===== config.mk =====
export PLATFORM = sky130hd
export DESIGN_NAME = dmem_access_ctrl
export DESIGN_NICKNAME = d
export VERILOG_FILES = /design/src/rtl/dmem_access_ctrl_pkg.sv /design/src/rtl/dmem_access_ctrl_align.sv /design/src/rtl/dmem_access_ctrl.sv
export SDC_FILE = /design/constraint.sdc
export NUM_CORES = 1
export LEC_CHECK = 0
export CORE_MARGIN = 2
export CORE_UTILIZATION = 40
export DETAILED_ROUTE_END_ITERATION = 10
export PLACE_DENSITY = 0.74
export SLEW_MARGIN = 15
export SYNTH_ARGS = -nofsm -noshare
export SYNTH_HDL_FRONTEND = slang
export SYNTH_SLANG_ARGS = --single-unit

===== constraint.sdc =====
create_clock -name clk -period 6.69 [get_ports clk]
set_input_delay 1.6725 -clock clk [delete_from_list [all_inputs] [get_ports clk]]
set_output_delay 1.6725 -clock clk [all_outputs]
set_load 0.01 [all_outputs]

===== src/rtl/dmem_access_ctrl_pkg.sv =====
// Shared RV32I load/store encodings and the data-memory access FSM states.
package rv32i_types;

  typedef enum logic [2:0] {
    lb  = 3'b000,
    lh  = 3'b001,
    lw  = 3'b010,
    lbu = 3'b100,
    lhu = 3'b101
  } load_funct3_t;

  typedef enum logic [2:0] {
    sb = 3'b000,
    sh = 3'b001,
    sw = 3'b010
  } store_funct3_t;

  typedef enum logic [1:0] {
    IDLE,
    ACCESS,
    DONE
  } dmem_ctrl_state_t;

endpackage


===== src/rtl/dmem_access_ctrl_align.sv =====
// Lane steering for the data-memory port: byte enables, store data shift,
// alignment check for the incoming request, and load extraction/extension
// for the response of the access in flight.
module load_store_align
  import rv32i_types::*;
(
  input  logic [2:0]  funct3,
  input  logic [1:0]  addr_lo,
  input  logic        is_store,
  input  logic [31:0] wdata,
  output logic [3:0]  mbe,
  output logic [31:0] wdata_shifted,
  output logic        misaligned,
  input  logic [2:0]  ld_funct3,
  input  logic [1:0]  ld_addr_lo,
  input  logic [31:0] rdata,
  output logic [31:0] load_ext
);

  logic [31:0] rdata_shifted;

  // Request side: enables, store lanes and alignment of the incoming packet.
  always_comb begin
    mbe           = 4'b1111;
    misaligned    = 1'b0;
    wdata_shifted = wdata << {addr_lo, 3'b000};
    if (is_store) begin
      case (funct3)
        sb:      mbe = 4'b0001 << addr_lo;
        sh:      begin mbe = 4'b0011 << addr_lo; misaligned = addr_lo[0]; end
        sw:      misaligned = |addr_lo;
        default: mbe = 4'b1111;
      endcase
    end else begin
      case (funct3)
        lh, lhu: misaligned = addr_lo[0];
        lw:      misaligned = |addr_lo;
        default: misaligned = 1'b0;
      endcase
    end
  end

  // Response side: bring the addressed lane down to bit 0, then extend.
  always_comb begin
    rdata_shifted = rdata >> {ld_addr_lo, 3'b000};
    case (ld_funct3)
      lb:      load_ext = {{24{rdata_shifted[7]}}, rdata_shifted[7:0]};
      lbu:     load_ext = {24'b0, rdata_shifted[7:0]};
      lh:      load_ext = {{16{rdata_shifted[15]}}, rdata_shifted[15:0]};
      lhu:     load_ext = {16'b0, rdata_shifted[15:0]};
      default: load_ext = rdata_shifted;
    endcase
  end

endmodule


===== src/rtl/dmem_access_ctrl.sv =====
// MEM-stage data-cache sequencer: turns one load/store into a held cache
// request, stalls the pipeline until the response, flags misaligned or
// conflicting packets and cache timeouts.
module dmem_access_ctrl
  import rv32i_types::*;
#(
  parameter int unsigned TIMEOUT = 256
) (
  input  logic        clk,
  input  logic        rst,
  input  logic        req_valid,
  input  logic        req_read,
  input  logic        req_write,
  input  logic [2:0]  funct3,
  input  logic [31:0] addr,
  input  logic [31:0] wdata,
  output logic        stall,
  output logic        done,
  output logic        err,
  output logic [31:0] load_data,
  output logic        dmem_read,
  output logic        dmem_write,
  output logic [31:0] dmem_address,
  output logic [31:0] dmem_wdata,
  output logic [3:0]  dmem_mbe,
  input  logic        dmem_resp,
  input  logic [31:0] dmem_rdata
);

  localparam int unsigned CNT_W = (TIMEOUT > 0) ? $clog2(TIMEOUT + 1) : 1;
  localparam logic [CNT_W-1:0] CNT_MAX = CNT_W'(TIMEOUT);

  dmem_ctrl_state_t state_q, state_d;
  logic             read_q, read_d;
  logic             write_q, write_d;
  logic [31:0]      addr_q, addr_d;
  logic [1:0]       off_q, off_d;
  logic [2:0]       funct3_q, funct3_d;
  logic [3:0]       mbe_q, mbe_d;
  logic [31:0]      wdata_q, wdata_d;
  logic [31:0]      load_data_q, load_data_d;
  logic [CNT_W-1:0] cnt_q, cnt_d;

  logic [3:0]  al_mbe;
  logic [31:0] al_wdata;
  logic        al_misaligned;
  logic [31:0] al_load;

  logic op, illegal, issue, wd_hit, timeout;

  load_store_align u_align (
    .funct3        (funct3),
    .addr_lo       (addr[1:0]),
    .is_store      (req_write),
    .wdata         (wdata),
    .mbe           (al_mbe),
    .wdata_shifted (al_wdata),
    .misaligned    (al_misaligned),
    .ld_funct3     (funct3_q),
    .ld_addr_lo    (off_q),
    .rdata         (dmem_rdata),
    .load_ext      (al_load)
  );

  // Request qualification and watchdog status for the current cycle.
  // The watchdog compare is independent of dmem_resp so the held request
  // never depends combinationally on the cache's answer; a resp arriving
  // in the expiry cycle still wins because timeout is gated by it.
  always_comb begin
    op      = req_valid & (req_read | req_write);
    illegal = (req_read & req_write) | al_misaligned;
    issue   = (state_q == IDLE) & op & ~illegal;
    wd_hit  = (TIMEOUT != 0) && (cnt_q == CNT_MAX);
    timeout = (state_q == ACCESS) & wd_hit & ~dmem_resp;
  end

  // Pipeline/cache handshake outputs derived from the registered state.
  always_comb begin
    stall        = 1'b0;
    err          = 1'b0;
    done         = 1'b0;
    dmem_read    = 1'b0;
    dmem_write   = 1'b0;
    dmem_address = addr_q;
    dmem_wdata   = wdata_q;
    dmem_mbe     = mbe_q;
    load_data    = load_data_q;
    case (state_q)
      IDLE: begin
        stall = issue;
        err   = op & illegal;
      end
      ACCESS: begin
        stall      = ~timeout;
        err        = timeout;
        dmem_read  = read_q & ~wd_hit;
        dmem_write = write_q & ~wd_hit;
      end
      DONE:    done = 1'b1;
      default: ;
    endcase
  end

  // Next-state logic: latch the request on issue, wait for resp or expiry.
  always_comb begin
    state_d     = state_q;
    read_d      = read_q;
    write_d     = write_q;
    addr_d      = addr_q;
    off_d       = off_q;
    funct3_d    = funct3_q;
    mbe_d       = mbe_q;
    wdata_d     = wdata_q;
    load_data_d = load_data_q;
    cnt_d       = cnt_q;
    case (state_q)
      IDLE: begin
        if (issue) begin
          state_d  = ACCESS;
          read_d   = req_read;
          write_d  = req_write;
          addr_d   = {addr[31:2], 2'b00};
          off_d    = addr[1:0];
          funct3_d = funct3;
          mbe_d    = al_mbe;
          wdata_d  = al_wdata;
          cnt_d    = '0;
        end
      end
      ACCESS: begin
        if (dmem_resp) begin
          state_d = DONE;
          if (read_q) load_data_d = al_load;
        end else if (wd_hit) begin
          state_d = IDLE;
        end
        if (cnt_q != CNT_MAX) cnt_d = cnt_q + CNT_W'(1);
      end
      DONE:    state_d = IDLE;
      default: state_d = IDLE;
    endcase
  end

  // State and request registers with synchronous reset.
  always_ff @(posedge clk) begin
    if (rst) begin
      state_q     <= IDLE;
      read_q      <= 1'b0;
      write_q     <= 1'b0;
      addr_q      <= '0;
      off_q       <= '0;
      funct3_q    <= '0;
      mbe_q       <= '0;
      wdata_q     <= '0;
      load_data_q <= '0;
      cnt_q       <= '0;
    end else begin
      state_q     <= state_d;
      read_q      <= read_d;
      write_q     <= write_d;
      addr_q      <= addr_d;
      off_q       <= off_d;
      funct3_q    <= funct3_d;
      mbe_q       <= mbe_d;
      wdata_q     <= wdata_d;
      load_data_q <= load_data_d;
      cnt_q       <= cnt_d;
    end
  end

endmodule


==> run_results.csv <==
group,metric,value,unit
timing,fin_skew,0.00921,ns
clocking,cts_hold_buf,0,
critical_path,r2r_start,"state_q[0]$_SDFFE_PP0P_",
route,vias,5731,
timing,fin_ws,1.32,ns
route,drt-wirelength-per-cell,17.8,µm
pwr,p_leak,2.83,nW
grt,antenna_found_initial,0,
run,max_cap_viol_count,0,
clocking,cts_tree,"yes",
critical_path,worst_setup_path_start_kind,"input port",
critical_path,startpoint,"funct3[1]",
route,detail_route.vias_per_cell,5.56,
pwr,powerDensity,242,mW/mm²
clocking,cts-htree-levels,4,
logic_synthesis,ys_ff_latch,116,
logic_synthesis,yosysTopAreaCell,"dfxtp_1",
logic_synthesis,synth.area.top_cells,"dfxtp_1 (42%), mux2i_1 (8.8%), a21oi_1 (8.4%)",
logic_synthesis,syn_area_per_cell,8.33,µm²
timing,setup_violations,0,
grt,grt_max_degree,66,
place,placed_cell_area,0.00766,mm²
grt,grt_first_pass_wirelength,28.8,mm
logic_synthesis,ys.warnings.count,0,
logic_synthesis,synth_cells,669,
clocking,cts_root_buffer,"clkbuf_16",
critical_path,setup.worst_path.class,"in -> out",
cells_and_area,final_nets,945,
clocking,numCtsBuffers,17,
cells_and_area,area_growth,48.7,%
critical_path,rrSetupSlack,4.42,ns
floorplan,design.core.area,0.0137,mm²
critical_path,cp.required,5.02,ns
cells_and_area,final_common_cell,"clkdlybuf4s50_1",
pwr,p_clk_share,47.4,%
timing,hold_viol_final,0,
pwr,ir_drop,0.151,mV
pwr,p_seq_share,36.8,%
logic_synthesis,synthDominantCellAreaShare,41.7,%
floorplan,num_io_pins,210,
timing,rsz0062_at_grt,"no",
pwr,power.internal,1.51,mW
logic_synthesis,ys_types,50,
clocking,cts_setup_buffers,0,
timing,setup-tns-final,0,ns
floorplan,die_w,122,µm
pwr,power.switching,488,µW
floorplan,initial_core_util,40.6,%
timing,fmax,0.186,GHz
timing,slew-limit-headroom,29.6,%
route,ant_nets,0,
clocking,path_clk_slew,0.06,ns
place,dp_slack,1.33,ns
clocking,cts_resized,0,
route,drt-pass1-iter-count,6,
clocking,clockBufferDepth,2,
timing,finalMaxSlewViolations,0,
critical_path,crit_path_max_fanout,7,
pwr,combPwrFrac,15.8,%
run_status,outcome,"complete, no violations",
floorplan,num_rows,43,
place,dp_hpwl,12.9,mm
grt,grt_usage,24.6,%
logic_synthesis,syn_area,0.00557,mm²
timing,min_period,5.37,ns
floorplan,chipHeight,122,µm
floorplan,dieArea,0.0149,mm²
grt,grt-ovfl-total,0,
route,drtIter0Drc,373,
critical_path,reg2reg_to,"dmem_wdata[4]$_SDFFE_PP0P_",
clocking,clk_latency,0.41,ns
cells_and_area,diodes,0,
timing,max_slew.worst_pin.slew,1.06,ns
route,wl,18.3,mm
critical_path,reg2reg_depth,4,
timing,finalCritPeriodShare,80.2,%
logic_synthesis,synth-seq-area-share,41.7,%
place,io_buffers,207,
grt,grt_pass1_vias,5682,
critical_path,endpoint_kind,"primary output",
pwr,p_sw_share,24.4,%
route,drc_errors,0,
cells_and_area,design_area,0.00828,mm²
cells_and_area,layout_common_cells,"clkdlybuf4s50_1 (206), dfxtp_1 (116), a21oi_1 (93), o21ai_0 (63)",
cells_and_area,layout-drive-gt1-share,6.70,%
clocking,clock-sinks,116,
critical_path,crit_end,"err",
place,gp_congestion,0.856,
critical_path,worstPathArrival,3.70,ns
worst_hold_path,min_path_type,"reg -> reg",
[critical path, cell delays in order]
cell	delay [ns]
clkdlybuf4s50_1	0.73
xnor2_2	0.17
o211ai_1	0.21
a21oi_1	0.10
o32ai_1	0.19
clkdlybuf4s50_1	0.61
[registers in the layout, indices dropped and copies added (netlist names)]
register,count
write_q,1
off_q,2
dmem_wdata,32
cnt_q,9
dmem_mbe,4
read_q,1
load_data,32
state_q,2
dmem_address,30
funct3_q,3
[worst min-delay path by stage]
stage,from,endpoint,slack [ns],depth (start not counted)
2_1_floorplan,write_q$_SDFFE_PP0P_,write_q$_SDFFE_PP0P_,0.45,2
3_3_place_gp,dmem_wdata[4]$_SDFFE_PP0P_,dmem_wdata[4]$_SDFFE_PP0P_,0.45,2
3_5_place_dp,load_data[6]$_SDFFE_PP0P_,load_data[6]$_SDFFE_PP0P_,0.45,2
4_1_cts,load_data[6]$_SDFFE_PP0P_,load_data[6]$_SDFFE_PP0P_,0.45,2
5_1_grt,load_data[3]$_SDFFE_PP0P_,load_data[3]$_SDFFE_PP0P_,0.49,2
6_report,dmem_wdata[7]$_SDFFE_PP0P_,dmem_wdata[7]$_SDFFE_PP0P_,0.45,2
[power by group through the flow]
stage / Clock, mW / Combinational (mW) / Sequential (mW)
3_5_place_dp: 0 / 0.314 / 0.751
3_3_place_gp: 0 / 0.308 / 0.749
4_1_cts: 0.968 / 0.315 / 0.737
2_1_floorplan: 0 / 0.149 / 0.757
6_report: 0.949 / 0.316 / 0.737
5_1_grt: 1.00 / 0.341 / 0.740
[per-layer routing]
metal,GRT usage [%],vias to the layer above,routed length (µm),share of wire [%]
li1,-,2756,-,-
met1,28.4,2688,7170,39
met2,41.1,260,8850,48
met3,10.2,27,1960,11
met4,8.41,0,344,1.9
met5,0,-,0,0
[synth_stat cells, drive strengths merged]
master,number
dfxtp,116
a21oi,93
o21ai,64
mux2i,49
nand2,49
nand3,48
nor2,39
clkbuf,38
buf,29
a211oi,26
nor3,18
nand4,10
o211ai,10
or4,8
mux2,7
o2bb2ai,7
nor2b,6
xnor2,6
a311oi,4
inv,4
nand2b,4
and3,3
nor3b,3
or2,3
a21o,2
a31oi,2
ha,2
nand3b,2
nor4b,2
xor2,2
a22oi,1
and2b,1
conb,1
mux4,1
nand4b,1
nand4bb,1
nor4,1
o21a,1
o21bai,1
o311a,1
o311ai,1
o32ai,1
or3,1
[stage by stage]
stage | util, % | cells | hold slack, ns | power (mW)
finish | 60.4 | 1031 | 0.454 | 2.00
global route | 60.4 | 1031 | 0.487 | 2.08
CTS | 60.3 | 1031 | 0.455 | 2.02
detailed placement | 55.8 | 999 | 0.448 | 1.06
global placement | 55.8 | 999 | 0.446 | 1.06
floorplan | - | 670 | 0.449 | 0.906
[layout make-up]
cell class                      instances  area [µm²]
Clock buffer                           23         468
Clock inverter                          9         151
Fill cell                            1242        5440
Inverter                                4        15.0
Multi-Input combinational cell        483        2960
Sequential cell                       116        2320
Tap cell                              180         225
Timing Repair Buffer                  216        2140
[cells by family (layout without fill, tap and decap cells)]
group           after synthesis  count (layout)  synth area share (%)
simple gates                200             200                  17.9
compound gates              214             214                  22.1
fa+ha+maj                     2               2                 0.449
flops                       116             116                  41.7
other cells                   1               2                0.0673
xor+xnor                      8               8                  1.39
mux                          57              57                  10.6
buf+inv                      71             252                  5.73
Note: power is estimated with default switching activity, not from simulation.
